$ cat src/rtl/hndshk_src_arbiter.sv
// Source-domain controller sharing one four-phase CDC handshake port between
// NUM_REQ requesters: round-robin grant, payload capture, req/ack sequencing.
module hndshk_src_arbiter #(
  parameter int NUM_REQ = 4,
  parameter int DATA_W  = 32,
  parameter int TIMEOUT = 1024
) (
  input  logic                        src_clk,
  input  logic                        src_reset_n,
  input  logic [NUM_REQ-1:0]          req_valid,
  input  logic [NUM_REQ*DATA_W-1:0]   req_data,
  output logic [NUM_REQ-1:0]          req_ready,
  output logic                        hs_req,
  output logic [DATA_W-1:0]           hs_data,
  input  logic                        hs_ack,
  output logic                        busy,
  output logic [$clog2(NUM_REQ)-1:0]  grant_id,
  output logic [31:0]                 xfer_count,
  output logic                        timeout_err,
  input  logic                        timeout_clr
);

  localparam int IDX_W = $clog2(NUM_REQ);
  localparam int TMR_W = (TIMEOUT > 1) ? $clog2(TIMEOUT) : 1;
  localparam bit TMO_EN = (TIMEOUT > 0);
  localparam logic [TMR_W-1:0] TMR_LAST = TMR_W'((TIMEOUT > 0) ? TIMEOUT - 1 : 0);

  typedef enum logic [1:0] {ST_IDLE, ST_REQ, ST_WAIT_LOW} state_e;

  state_e              state_q, state_d;
  logic [IDX_W-1:0]    ptr_q, ptr_d;
  logic [IDX_W-1:0]    grant_q, grant_d;
  logic [DATA_W-1:0]   data_q, data_d;
  logic [31:0]         xfer_q, xfer_d;
  logic [TMR_W-1:0]    timer_q, timer_d;
  logic                terr_q, terr_d;
  logic                tmo_set;

  logic [DATA_W-1:0]   req_words [NUM_REQ];
  logic                win_found;
  logic [IDX_W-1:0]    win_idx;
  logic [IDX_W-1:0]    cand;

  // Round-robin search starting one past the last winner, wrapping.
  // NOTE: every variable written here gets a default first, so no path can
  // leave it unassigned and infer a latch.
  always_comb begin
    win_found = 1'b0;
    win_idx   = '0;
    cand      = '0;
    for (int i = 0; i < NUM_REQ; i++) begin
      req_words[i] = req_data[i*DATA_W +: DATA_W];
    end
    for (int k = 1; k <= NUM_REQ; k++) begin
      cand = IDX_W'((int'(ptr_q) + k) % NUM_REQ);
      if (!win_found && req_valid[cand]) begin
        win_found = 1'b1;
        win_idx   = cand;
      end
    end
  end

  always_comb begin
    state_d   = state_q;
    ptr_d     = ptr_q;
    grant_d   = grant_q;
    data_d    = data_q;
    xfer_d    = xfer_q;
    timer_d   = timer_q;
    tmo_set   = 1'b0;
    req_ready = '0;
    unique case (state_q)
      ST_IDLE: begin
        if (win_found) begin
          req_ready[win_idx] = 1'b1;
          grant_d = win_idx;
          ptr_d   = win_idx;
          data_d  = req_words[win_idx];
          timer_d = '0;
          state_d = ST_REQ;
        end
      end
      ST_REQ: begin
        if (hs_ack) begin
          xfer_d  = xfer_q + 32'd1;
          timer_d = '0;
          state_d = ST_WAIT_LOW;
        end else if (TMO_EN && timer_q == TMR_LAST) begin
          tmo_set = 1'b1;
          timer_d = '0;
          state_d = ST_WAIT_LOW;
        end else if (TMO_EN) begin
          timer_d = timer_q + 1'b1;
        end
      end
      ST_WAIT_LOW: begin
        if (!hs_ack) begin
          timer_d = '0;
          state_d = ST_IDLE;
        end else if (TMO_EN && timer_q == TMR_LAST) begin
          tmo_set = 1'b1;
          timer_d = '0;
          state_d = ST_IDLE;
        end else if (TMO_EN) begin
          timer_d = timer_q + 1'b1;
        end
      end
      default: state_d = ST_IDLE;
    endcase
    // A timeout in the same cycle as a clear request keeps the flag set.
    terr_d = tmo_set | (terr_q & ~timeout_clr);
  end

  // NOTE: state registers use non-blocking assignments so every flop samples
  // the pre-edge value of its neighbours regardless of evaluation order.
  always_ff @(posedge src_clk or negedge src_reset_n) begin
    if (!src_reset_n) begin
      state_q <= ST_IDLE;
      ptr_q   <= IDX_W'(NUM_REQ - 1);
      grant_q <= '0;
      data_q  <= '0;
      xfer_q  <= '0;
      timer_q <= '0;
      terr_q  <= 1'b0;
    end else begin
      state_q <= state_d;
      ptr_q   <= ptr_d;
      grant_q <= grant_d;
      data_q  <= data_d;
      xfer_q  <= xfer_d;
      timer_q <= timer_d;
      terr_q  <= terr_d;
    end
  end

  assign hs_req      = (state_q == ST_REQ);
  assign busy        = (state_q != ST_IDLE);
  assign hs_data     = data_q;
  assign grant_id    = grant_q;
  assign xfer_count  = xfer_q;
  assign timeout_err = terr_q;

endmodule
$ cat config.mk
export PLATFORM = sky130hd
export DESIGN_NAME = hndshk_src_arbiter
export DESIGN_NICKNAME = d
export VERILOG_FILES = /design/src/rtl/hndshk_src_arbiter.sv
export SDC_FILE = /design/constraint.sdc
export NUM_CORES = 1
export LEC_CHECK = 0
export ABC_AREA = 1
export CORE_MARGIN = 1.5
export CORE_UTILIZATION = 45
export CTS_CLUSTER_DIAMETER = 150
export CTS_CLUSTER_SIZE = 20
export DETAILED_ROUTE_END_ITERATION = 6
export PLACE_DENSITY = 0.82
export SYNTH_ARGS = -nofsm -noshare
export SYNTH_HDL_FRONTEND = slang
export SYNTH_SLANG_ARGS = --single-unit
$ cat constraint.sdc
create_clock -name src_clk -period 3.18 [get_ports src_clk]
set_clock_uncertainty 0.2 [all_clocks]
set_input_delay 0.636 -clock src_clk [delete_from_list [all_inputs] [get_ports src_clk]]
set_output_delay 0.636 -clock src_clk [all_outputs]
set_load 0.05 [all_outputs]
==> run metrics, run 1 <==
endpoint type of the worst setup path output port; full die area 12470 sq um; worst flop-to-flop path startpoint ptr_q[1]; critical setup path kind in2out; warning count from the yosys run 0; share of the clock period used by the worst path 97.98%; fill count 982; count of pins over their slew limit 0; critical path launch point type input port; routed via count divided by cell count 4.872; leakage power summed over all cells 4.065 nW; gp weighted congestion 0.8695; Antenna diodes 0; number of H-tree levels 3; register clock-pin slew on the reported worst setup and hold paths 0.07 ns; number of instances in the synthesized netlist 771; cell area after synthesis 5316 sq um; row cnt 39; Worst path slowest cell sky130_fd_sc_hd__clkdlybuf4s50_1; DRT Pass-1 Iters 5; Bufs and invs on worst path 3; status finished clean; fraction of final layout cells sized beyond drive strength 1 10.57%; final core utilization 70.07%; power share of the sequential group 17.3%; post-DR wirelength/cell 13.37 um; reg-to-reg critical path endpoint timer_q[2]; drt total wl 15.19 mm; maximum fanout count along the critical path 5; GR Overflow Total 0; Total GRT Usage 24.25%; final critical-path setup slack 0.06433 ns; sequential-to-total area share from yosys stat 38.17%; TritonCTS clock tree built; Synth Area per Inst 6.895 sq um; vias in the first global route 5187; portion of synthesized cell area occupied by the leading cell type 37.19%; logic gate share of total power 71.8%; global route hottest layer met2; leading cell types by total area after synthesis sky130_fd_sc_hd__dfrtp_1, sky130_fd_sc_hd__nand2_1, sky130_fd_sc_hd__nand3_1; I/O pins 209; vias 5535; maximum clock frequency 321.0 MHz; worst skew pair latency 0.33 ns; quantity of hold-fixing buffers added after cts 0; flip-flop cell with the highest count after synthesis sky130_fd_sc_hd__dfrtp_1; ordered cell list for the critical path clkdlybuf4s50_1, nand2_1, nand3_1, nand2_2, o21ai_1, nand2_1, nand2_1, nand2_2, nor3_2, buf_4, buf_12; met3 routing resource usage after global routing 3.756%; Setup WS pre-CTS 0.03158 ns; Final setup violation count 0; worst reg-to-reg setup slack 0.51 ns; highest ir drop seen on vdd 0.7128 mV; internal power 4.352 mW; Final min period 3.116 ns; final design area excluding fillers 8035 sq um; largest buffer count on any clock path 2; type of the most critical hold path in2async; library cell with the largest summed area after synthesis sky130_fd_sc_hd__dfrtp_1; most frequently used cell type in the post-synthesis netlist sky130_fd_sc_hd__nand2_1; number of synthesized register bits 81; most common library cells after synthesis sky130_fd_sc_hd__nand2_1, sky130_fd_sc_hd__inv_1, sky130_fd_sc_hd__nand3_1, sky130_fd_sc_hd__dfrtp_1, sky130_fd_sc_hd__or2_2; height of the chip 111.7 um; detailed placement HPWL 11.54 mm; DRC 0; power share of the clock group 10.9%; smallest hold slack 0.1067 ns; final setup TNS 0 ns; Seq. cell area 2029 sq um; CTS sink cnt 81; cell area power density 1123 nW/um^2; area overhead of the layout relative to synthesis 51.14%; Root Driver sky130_fd_sc_hd__clkbuf_16; count of antenna-violating nets left after detailed routing 0; number of instances in the placed design 1117; initial detailed-routing violation count 324; number of nets in the finished design 1129; die extent in x 111.7 um; number of clock buffers inserted by TritonCTS 9; Final Instance Count excl. Fillers 1136; headroom to the max-slew limit 61.48%; arrival time of the worst setup path 2.28 ns; total cell area at the placement stage 7680 sq um; floorplan core area 11470 sq um; initial antenna violation count 0; effective utilization at floorplan 46.36%; maximum number of pins on one net before global-route repair 82; met2 demand-to-capacity share in global routing 40.98%; area of the multi-input gates 2639 sq um; cell class contributing the biggest share of worst-path delay buffers and inverters; met1 Resource Use GR 32.07%; Distinct cells, synth 34; total power consumption of the routed design 9.024 mW; switching component of the power 4.673 mW; post-synthesis net count 912; count of max-cap constraint violations 0; transition at the pin with the smallest max-transition slack 0.5759 ns; Sw Ratio 51.78%; I/O Buffers 208; global-route wire length before repair 24.80 mm; number of synthesized flops with an enable pin 0; worst-case reg-to-reg path depth 13; Most Frequent Cell on Critical Path sky130_fd_sc_hd__nand2_1; peak per-stage delay on the critical path 0.50 ns; Async S/R FF share, synth 100.0%; number of endpoints with negative hold slack in the final report 0; critical path data required time 2.34 ns
[sequential cells by signal (all words and copies together) (netlist names)]
register,cells
timeout_err,1
hs_data,32
timer_q,10
ptr_q,2
grant_id,2
state_q,2
xfer_count,32
[cell usage in the layout, fill, tap and decap left out, types with 5 or more instances in the layout]
cell,instances
sky130_fd_sc_hd__nand2_1,218
sky130_fd_sc_hd__clkdlybuf4s50_1,202
sky130_fd_sc_hd__inv_1,136
sky130_fd_sc_hd__nand3_1,136
sky130_fd_sc_hd__dfrtp_1,79
sky130_fd_sc_hd__or2_2,28
sky130_fd_sc_hd__nor2_1,25
sky130_fd_sc_hd__buf_4,22
sky130_fd_sc_hd__xor2_1,21
sky130_fd_sc_hd__o21ai_0,13
sky130_fd_sc_hd__xnor2_1,12
sky130_fd_sc_hd__nor3_1,11
sky130_fd_sc_hd__or2_1,10
sky130_fd_sc_hd__nand2_2,9
sky130_fd_sc_hd__a21oi_1,9
sky130_fd_sc_hd__clkbuf_16,9
sky130_fd_sc_hd__buf_12,9
sky130_fd_sc_hd__nor2_2,6
sky130_fd_sc_hd__nand4_1,6
sky130_fd_sc_hd__ha_1,5
[cell type report]
cell class | count | share of cell area [%]
inverters | 139 | 6.524
clock inverters | 7 | 0.7319
flip-flops and latches | 81 | 25.26
multi-input cells | 523 | 32.84
clock buffers | 9 | 2.803
well taps | 143 | 2.227
repair buffers | 234 | 29.62
[power groups by stage]
| stage | Clock [mW] | Combinational, mW | Sequential [mW] |
|---|---|---|---|
| final | 0.985 | 6.48 | 1.56 |
| after floorplan | 0 | 3.52 | 2.41 |
| after global routing | 1.06 | 7.11 | 1.60 |
| after detailed placement | 0 | 6.32 | 1.59 |
| after global placement | 0 | 6.26 | 1.58 |
| after CTS | 1.01 | 6.34 | 1.57 |
[kinds of logic (layout without fill, tap and decap cells)]
kind of cell / Yosys count / count (layout) / synth area share (%)
and+or+nand+nor: 458 / 458 / 39.28
buffers and inverters: 167 / 389 / 12.97
DFF: 81 / 81 / 38.17
xor gates and xnor gates: 33 / 33 / 5.437
AOI/OAI and AO/OA: 26 / 26 / 2.754
adders and majority gates: 5 / 5 / 1.177
muxes: 1 / 1 / 0.2118
[layer usage]
layer	up-vias	share of wire [%]	wire length, um
met2	193	48	7308
met3	24	6.1	919
met4	0	2.1	317
met5	-	0	0
met1	2514	44	6640
li1	2804	-	-
[timing repair]
| action | CTS | global route |
|---|---|---|
| setup buffers | 0 | 3 |
| setup endpoints to repair | 0 | 4 |
| resized for setup | 0 | 12 |
[worst max-delay path by stage]
stage                       startpoint      endpoint  slack (ns)  depth (start not counted)
final                     req_valid[1]  req_ready[3]        0.06                         11
after global routing      req_valid[1]  req_ready[1]       -0.02                         11
after CTS                 req_valid[1]  req_ready[3]        0.03                         11
after detailed placement  req_valid[0]  req_ready[1]        0.03                         12
after global placement    req_valid[0]  req_ready[1]        0.08                         12
after floorplan               ptr_q[0]  req_ready[2]       -0.34                         12
Note: power is estimated with default switching activity, not from simulation.
==> inputs of run 2 (changes only) <==
--- a/config.mk
+++ b/config.mk
@@ -12,6 +12,7 @@
 export CTS_CLUSTER_SIZE = 20
 export DETAILED_ROUTE_END_ITERATION = 6
 export PLACE_DENSITY = 0.82
+export SLEW_MARGIN = 20
 export SYNTH_ARGS = -nofsm -noshare
 export SYNTH_HDL_FRONTEND = slang
 export SYNTH_SLANG_ARGS = --single-unit
==> results of run 2 <==
The final DEF is identical to that of run 1; final timing and power are the same.
==> inputs of run 3 (changes only) <==
--- a/config.mk
+++ b/config.mk
@@ -7,11 +7,11 @@
 export LEC_CHECK = 0
 export ABC_AREA = 1
 export CORE_MARGIN = 1.5
-export CORE_UTILIZATION = 45
+export CORE_UTILIZATION = 35
 export CTS_CLUSTER_DIAMETER = 150
 export CTS_CLUSTER_SIZE = 20
 export DETAILED_ROUTE_END_ITERATION = 6
-export PLACE_DENSITY = 0.82
+export PLACE_DENSITY = 0.67
 export SLEW_MARGIN = 20
 export SYNTH_ARGS = -nofsm -noshare
 export SYNTH_HDL_FRONTEND = slang
==> run 3 against run 2 <==
Die area up 28%. Clock-buffer cell count up 1. Routed wire length increased by 3.5%. Register-to-register slack improved by 0.12 ns. Utilization decreased by 15 points. Critical path depth unchanged. Worst setup slack better by 0.033 ns. Global-route usage is 4.2 points lower. Largest power group unchanged. Sequential share of layout area barely moved. Critical path type unchanged.
==> run metrics, run 3 (same netlist as run 1, synthesis figures left out) <==
height of the chip 126.2 um (+13%); worst-case reg-to-reg path depth 14 (+1); area overhead of the layout relative to synthesis 51.35%; worst flop-to-flop path startpoint ptr_q[0]; Sw Ratio 52.65% (+0.87 points); highest ir drop seen on vdd 0.9459 mV (+33%); total power consumption of the routed design 8.811 mW (-2.4%); drt total wl 15.71 mm (+3.5%); leading cell type in the layout, fill and taps excluded sky130_fd_sc_hd__nand2_1; CTS sink cnt 81 (unchanged); vias 5444 (-1.6%); row cnt 44 (+13%); maximum fanout count along the critical path 4 (-1); count of antenna-violating nets left after detailed routing 0 (unchanged); Final min period 3.083 ns (-0.03291 ns); Total GRT Usage 20.05% (-4.2 points); number of endpoints with negative hold slack in the final report 0 (unchanged); arrival time of the worst setup path 2.25 ns (-0.03 ns); final critical-path setup slack 0.09724 ns (+0.03291 ns); Setup WS pre-CTS 0.01576 ns (-0.01582 ns); leakage power summed over all cells 4.048 nW (-0.42%); Final setup violation count 0 (unchanged); DRT Pass-1 Iters 4 (-1); global-route wire length before repair 25.50 mm (+2.8%); power share of the clock group 11.4% (+0.5 points); Final Instance Count excl. Fillers 1176 (+3.5%); cell area power density 1095 nW/um^2 (-2.5%); TritonCTS clock tree built; fraction of final layout cells sized beyond drive strength 1 10.38% (-0.19 points); critical setup path kind in2out; final design area excluding fillers 8046 sq um (+0.14%); worst skew pair latency 0.34 ns (about the same); I/O Buffers 208 (unchanged); smallest hold slack 0.1077 ns (+0.0009430 ns); number of instances in the placed design 1159 (+3.8%); maximum clock frequency 324.4 MHz (+1.1%); Worst path slowest cell sky130_fd_sc_hd__clkdlybuf4s50_1; full die area 15940 sq um (+28%); count of max-cap constraint violations 0 (unchanged); detailed placement HPWL 11.73 mm (+1.7%); gp weighted congestion 0.8581 (-1.3%); initial antenna violation count 0 (unchanged); internal power 4.172 mW (-4.1%); number of nets in the finished design 1128 (-0.089%); vias in the first global route 5182 (-0.096%); peak per-stage delay on the critical path 0.44 ns (-0.06 ns); Critical path origin req_valid[1]; floorplan core area 14700 sq um (+28%); type of the most critical hold path in2async; status finished clean; share of the clock period used by the worst path 96.94% (-1.0 points); transition at the pin with the smallest max-transition slack 0.5727 ns (-0.003196 ns); effective utilization at floorplan 36.17% (-10 points); total cell area at the placement stage 7709 sq um (+0.37%); switching component of the power 4.639 mW (-0.73%); GR Overflow Total 0 (unchanged); Root Driver sky130_fd_sc_hd__clkbuf_16; logic gate share of total power 70.9% (-0.9 points); initial detailed-routing violation count 292 (-9.9%); register clock-pin slew on the reported worst setup and hold paths 0.06 ns (about the same); power share of the sequential group 17.7% (+0.4 points); ordered cell list for the critical path clkdlybuf4s50_1, nand2_1, nand2_1, nand2_1, nand2_2, nor2_4, nand3_1, inv_1, a21oi_4, nor3_2, buf_12; maximum number of pins on one net before global-route repair 82 (unchanged); I/O pins 209 (unchanged); critical path launch point type input port; Most Frequent Cell on Critical Path sky130_fd_sc_hd__nand2_1; headroom to the max-slew limit 61.70% (+0.21 points); endpoint type of the worst setup path output port; routed via count divided by cell count 4.629 (-5.0%); most frequent cells in the layout sky130_fd_sc_hd__nand2_1, sky130_fd_sc_hd__clkdlybuf4s50_1, sky130_fd_sc_hd__inv_1, sky130_fd_sc_hd__nand3_1, sky130_fd_sc_hd__dfrtp_1; count of pins over their slew limit 0 (unchanged); die extent in x 126.2 um (+13%); post-DR wirelength/cell 13.36 um (about the same); DRC 0 (unchanged); number of clock buffers inserted by TritonCTS 9 (unchanged); critical path data required time 2.34 ns (about the same); Antenna diodes 0 (unchanged); number of H-tree levels 3 (unchanged); largest buffer count on any clock path 2 (unchanged); setup repair after global routing missed its margin true
run 3: worst paths after layout:
| path | endpoint | slack (ns) |
|---|---|---|
| setup reg to reg | timer_q[9] | 0.63 |
| min in group src_clk | hs_data[31] | 0.28 |
| hold reg to reg | hs_data[31] | 0.28 |
| setup / recovery | req_ready[0] | 0.1 |
| hold / removal | hs_data[15] | 0.11 |
| max in group asynchronous | hs_data[13] | 2.29 |
run 3: cell type report:
type / instances / area [sq um]
Sequential cell: 81 / 2029
Tap cell: 184 / 230.2
Clock buffer: 10 / 239.0
Inverter: 139 / 524.3
Clock inverter: 6 / 51.30
Fill cell: 1432 / 6653
Multi-Input combinational cell: 523 / 2638
Timing Repair Buffer: 233 / 2335
run 3: power by group through the flow:
stage | clock network [mW] | registers [mW] | logic [mW]
finish | 1.00 | 1.56 | 6.25
global placement | 0 | 1.58 | 6.17
detailed placement | 0 | 1.58 | 6.23
floorplan | 0 | 2.41 | 3.52
global route | 1.08 | 1.59 | 6.89
CTS | 1.04 | 1.57 | 6.24
run 3: critical path, delay by kind of cell:
kind                   cells  cell delay, ns
AO/OA/AOI/OAI              1            0.05
AND/OR/NAND/NOR            7            0.81
buffers and inverters      3            0.74
run 3: per-stage QoR:
stage	setup TNS [ns]	utilization [%]
finish	0	54.74
detailed placement	0	52.44
floorplan	-0.6848	-
global placement	0	52.44
CTS	0	54.42
global route	-0.03509	54.74
run 3: per-layer routing:
| metal | part of all wire, % | vias up | wire, um | GRT usage [%] |
|---|---|---|---|---|
| li1 | - | 2802 | - | - |
| met1 | 44 | 2463 | 6836 | 24.71 |
| met2 | 47 | 165 | 7428 | 34.52 |
| met3 | 7.8 | 14 | 1225 | 5.013 |
| met4 | 1.4 | 0 | 219 | 6.356 |
| met5 | 0 | - | 0 | 0 |
run 3: timing repair:
action,4_1_cts,5_1_grt
hold buffers,0,0
endpoints found under the setup margin,0,4
setup buffers,0,1
resized for setup,0,10
==> RTL edit 1: new RTL, config.mk and constraints of run 2 <==
Encoding of `state_e`: now one-hot (3 bits for 3 states).
--- a/src/rtl/hndshk_src_arbiter.sv
+++ b/src/rtl/hndshk_src_arbiter.sv
@@ -26,5 +26,5 @@
   localparam logic [TMR_W-1:0] TMR_LAST = TMR_W'((TIMEOUT > 0) ? TIMEOUT - 1 : 0);
 
-  typedef enum logic [1:0] {ST_IDLE, ST_REQ, ST_WAIT_LOW} state_e;
+  typedef enum logic [2:0] {ST_IDLE = 3'b001, ST_REQ = 3'b010, ST_WAIT_LOW = 3'b100} state_e;
 
   state_e              state_q, state_d;
Formal check against the unedited RTL: same outputs for any inputs over 4 cycles, from zero or initial values and one cycle with src_reset_n low; so few cycles prove little.
==> RTL edit 1 against run 2 <==
- cell area is 2.0% higher
- critical path type is now register to output pin
- largest power group unchanged
- synthesized cell count is 6.0% higher
- area after synthesis is 2.0% higher
- setup slack better by 0.018 ns
- die area is 2.0% higher
- wire length is 2.5% higher
- power is 0.11% lower
- sequential cell count is 1 higher
==> RTL edit 1: results (changes against run 2) <==
met1 wire length=6550 um (-1.3%); post-synthesis sequential area ratio=37.9% (-0.28 points); RD Place Congestion=0.916 (+5.3%); Root Buffer=sky130_fd_sc_hd__clkbuf_16; TritonCTS Buffers=9 (unchanged); largest net degree at the start of global routing=83 (+1.2%); power density relative to cell area=1100 nW/um2 (-2.1%); number of global-route vias before repair=5,461 (+5.3%); leading post-synthesis cells by instance count=255 x sky130_fd_sc_hd__nand2_1, 147 x sky130_fd_sc_hd__inv_1, 135 x sky130_fd_sc_hd__nand3_1, 79 x sky130_fd_sc_hd__dfrtp_1, 42 x sky130_fd_sc_hd__nor2_1; Post-Synth Adder-Cell Area=0.461% (-0.72 points); leak pwr=4.17 nW (+2.5%); wire length per cell after detailed routing=13.2 um (-1.0%); effective utilization at floorplan=46.9% (+0.55 points); distinct cell type count of the synthesized netlist=36 (+5.9%); post-detail-place hpwl=11,800 um (+2.5%); multiplexer share of the synthesized area=0% (-0.21 points); Fillers=961 (-2.1%); Met2 Wirelength=7740 um (+6.0%); start of the worst register-to-register path=ptr_q[0]; met3 usage in global routing=4.82% (+1.1 points); antenna cells=0 (unchanged); worst slew pin tran=0.767 ns (+0.191 ns); first-pass GRT wire length=25,700 um (+3.6%); aggregate global-route resource usage=25.0% (+0.71 points); global-route track usage on met2=43.7% (+2.7 points); power in the clock group=1.15 mW (+17%); detailed router's first-iteration violation count=338 (+4.3%); Synth Area in XOR/XNOR=4.36% (-1.1 points); Mapped Nets=955 (+4.7%); Compound-Gate Fraction of Synth Area=2.54% (-0.22 points); DRT Wirelength=15,600 um (+2.5%); Detail Route met3 WL=912 um (-0.76%); post-CTS setup repair buffer count=1 (+1); fraction of layout cells with a size suffix above 1=10.2% (-0.42 points); Register-to-Register Setup Slack=0.44 ns (-0.07 ns); data arrival time at the worst-slack endpoint=2.26 ns (-0.02 ns); fraction of met1 tracks used by global routing=31.2% (-0.89 points); Reg power frac=17.6% (+0.3 points); net switching fraction of the power=51.9% (+0.13 points); worst supply voltage drop on vdd=0.945 mV (+33%); run status=complete, no violations; number of input and output port buffers inserted=208 (unchanged); cell count of the worst reg-to-reg path=14 (+1); top area cells in the synthesized netlist=sky130_fd_sc_hd__dfrtp_1 36%, sky130_fd_sc_hd__nand2_1 18%, sky130_fd_sc_hd__nand3_1 12%; mean number of vias per cell=4.89 (+0.30%); per-instance average area after synthesis=6.64 um2 (-3.7%); post-synthesis async set-or-reset flop share=100% (unchanged); Synthesis Warnings=0 (unchanged); worst r2r dst=timer_q[3]; layout net count=1,167 (+3.4%); antenna violations before repair=0 (unchanged); # resized after CTS=12 (+12); worst-path maximum fanout=4 (-1)
==> RTL edit 1: stage by stage <==
| step | hold slack (ns) | TNS, ns | worst slack [ns] | area [um2] |
|---|---|---|---|---|
| global placement | 0.264 | -0.638 | -0.0493 | 7730 |
| finish | 0.133 | 0 | 0.0820 | 8200 |
| CTS | 0.272 | 0 | 0.00779 | 8110 |
| floorplan | 0.140 | -0.621 | -0.310 | 5430 |
| global route | 0.205 | -0.113 | -0.0414 | 8200 |
| detailed placement | 0.259 | -2.73 | -0.208 | 7730 |
==> RTL edit 1: worst max-delay path, stage by stage, from the launching register on <==
cell                      delay, ns
sky130_fd_sc_hd__dfstp_2       0.60
sky130_fd_sc_hd__buf_4         0.15
sky130_fd_sc_hd__nand2_1       0.06
sky130_fd_sc_hd__nand3_1       0.08
sky130_fd_sc_hd__nand2_1       0.13
sky130_fd_sc_hd__o21ai_1       0.19
sky130_fd_sc_hd__nand2_2       0.09
sky130_fd_sc_hd__a21oi_2       0.26
sky130_fd_sc_hd__nor3_2        0.08
sky130_fd_sc_hd__buf_4         0.15
sky130_fd_sc_hd__buf_12        0.14
==> RTL edit 1: layout make-up <==
cell class,instances,area share (%)
well taps,143,2.18
multi-input cells,554,33.2
repair buffers,232,28.6
clock inverters,7,1.30
clock buffers,9,2.75
inverters,150,6.93
flip-flops and latches,82,25.1
==> RTL edit 1: worst max path at each step <==
stage | startpoint | to | slack (ns) | depth (start not counted)
6_report | ptr_q[0] | req_ready[1] | 0.08 | 10
5_1_grt | ptr_q[0] | req_ready[3] | -0.04 | 12
4_1_cts | req_valid[0] | req_ready[3] | 0.008 | 12
3_5_place_dp | req_valid[2] | hs_data[17] | -0.21 | 12
3_3_place_gp | req_valid[2] | hs_data[17] | -0.05 | 12
2_1_floorplan | ptr_q[0] | req_ready[1] | -0.31 | 14
==> RTL edit 2: new RTL, flow settings as in run 2 <==
Made on the original files. The parameter `TIMEOUT` goes from 1024 to 2048.
--- a/src/rtl/hndshk_src_arbiter.sv
+++ b/src/rtl/hndshk_src_arbiter.sv
@@ -4,5 +4,5 @@
   parameter int NUM_REQ = 4,
   parameter int DATA_W  = 32,
-  parameter int TIMEOUT = 1024
+  parameter int TIMEOUT = 2048
 ) (
   input  logic                        src_clk,
Check against the original RTL: no difference found for any inputs over 4 cycles, from zero or initial values and one cycle with src_reset_n low; that may be too few to reach the edited logic, so the function may still have changed.
==> RTL edit 2 against run 2 <==
- the flow now finishes with violations (design-rule violations)
- sequential cell count grew 1
- fmax grew 1.1%
- cell area grew 0.58%
- count of clock-buffer cells in the layout is the same
- via count grew 0.92%
- clock power grew 15%
- synthesized cell count shrank 0.78%
- wire length grew 4.2%
- setup slack gained 0.035 ns
- power shrank 0.67%
- register-to-register slack lost 0.12 ns
- area after synthesis grew 1.1%
- final cell count shrank 0.88%
==> RTL edit 2: results (changes against run 2) <==
met1 wire length=6570 um (-1.0%); worst-path maximum fanout=4 (-1); top area cells in the synthesized netlist=sky130_fd_sc_hd__dfrtp_1 37%, sky130_fd_sc_hd__nand2_1 15%, sky130_fd_sc_hd__nand3_1 12%; number of iterations in the first detailed-routing pass=7 (+2); fraction of met1 tracks used by global routing=32.0% (about the same); Place WS=-0.0867 ns (-0.118 ns); leak pwr=4.08 nW (+0.43%); worst hold-check slack=0.119 ns (+0.0124 ns); Mapped Nets=906 (-0.66%); largest net degree at the start of global routing=105 (+28%); detailed router's first-iteration violation count=505 (+56%); leading post-synthesis cells by instance count=214 x sky130_fd_sc_hd__nand2_1, 134 x sky130_fd_sc_hd__inv_1, 132 x sky130_fd_sc_hd__nand3_1, 80 x sky130_fd_sc_hd__dfrtp_1, 40 x sky130_fd_sc_hd__or2_2; fraction of layout cells with a size suffix above 1=11.7% (+1.1 points); Fillers=908 (-7.5%); post-synthesis sequential area ratio=38.2% (+0.057 points); worst r2r dst=hs_data[22]; aggregate global-route resource usage=25.0% (+0.78 points); DR DRC count=22 (+22); violations in the final reports=design-rule violations; CP max stage delay=0.48 ns (-0.02 ns); count of placed standard cells in the final layout, fillers left out=1,126 (-0.88%); final worst-path cycle share=96.9% (-1.1 points); Register-to-Register Setup Slack=0.39 ns (-0.12 ns); run status=finished with violations; mean number of vias per cell=4.96 (+1.8%); first-pass GRT wire length=25,400 um (+2.6%); Max transition margin=60.2% (-1.3 points); Post-Place Cell Area=7700 um2 (+0.23%); wire length per cell after detailed routing=14.0 um (+5.1%)
[RTL edit 2: cell count changes after synthesis, sizes merged, moves of 3 or more]
cell / run 2 / this run
nor2: 33 / 21
nand4: 6 / 16
nand2: 228 / 222
nand3: 138 / 134
o21ai: 14 / 11
or2: 38 / 41
[RTL edit 2: kinds of logic (layout without fill, tap and decap cells)]
logic type	Yosys count	after routing	share of synthesized area [%]
and+or+nand+nor	453	453	39.6
buffers and inverters	167	385	13.0
DFF	82	82	38.2
xor gates and xnor gates	30	30	4.89
AOI/OAI and AO/OA	28	28	3.14
adders and majority gates	5	5	1.16
[RTL edit 2: layout make-up]
cell class	count	area [um2]	area share, %
clock buffer	9	225	2.79
clock inverter	6	90.1	1.11
inverter	139	524	6.49
multi-input combinational	516	2660	32.9
sequential	82	2050	25.4
tap	143	179	2.21
timing repair buffer	231	2350	29.0
[RTL edit 2: where the power goes]
part	switching, mW	internal (mW)
combinational	3.95	2.32
clock	0.437	0.688
sequential	0.200	1.38
total	4.58	4.38
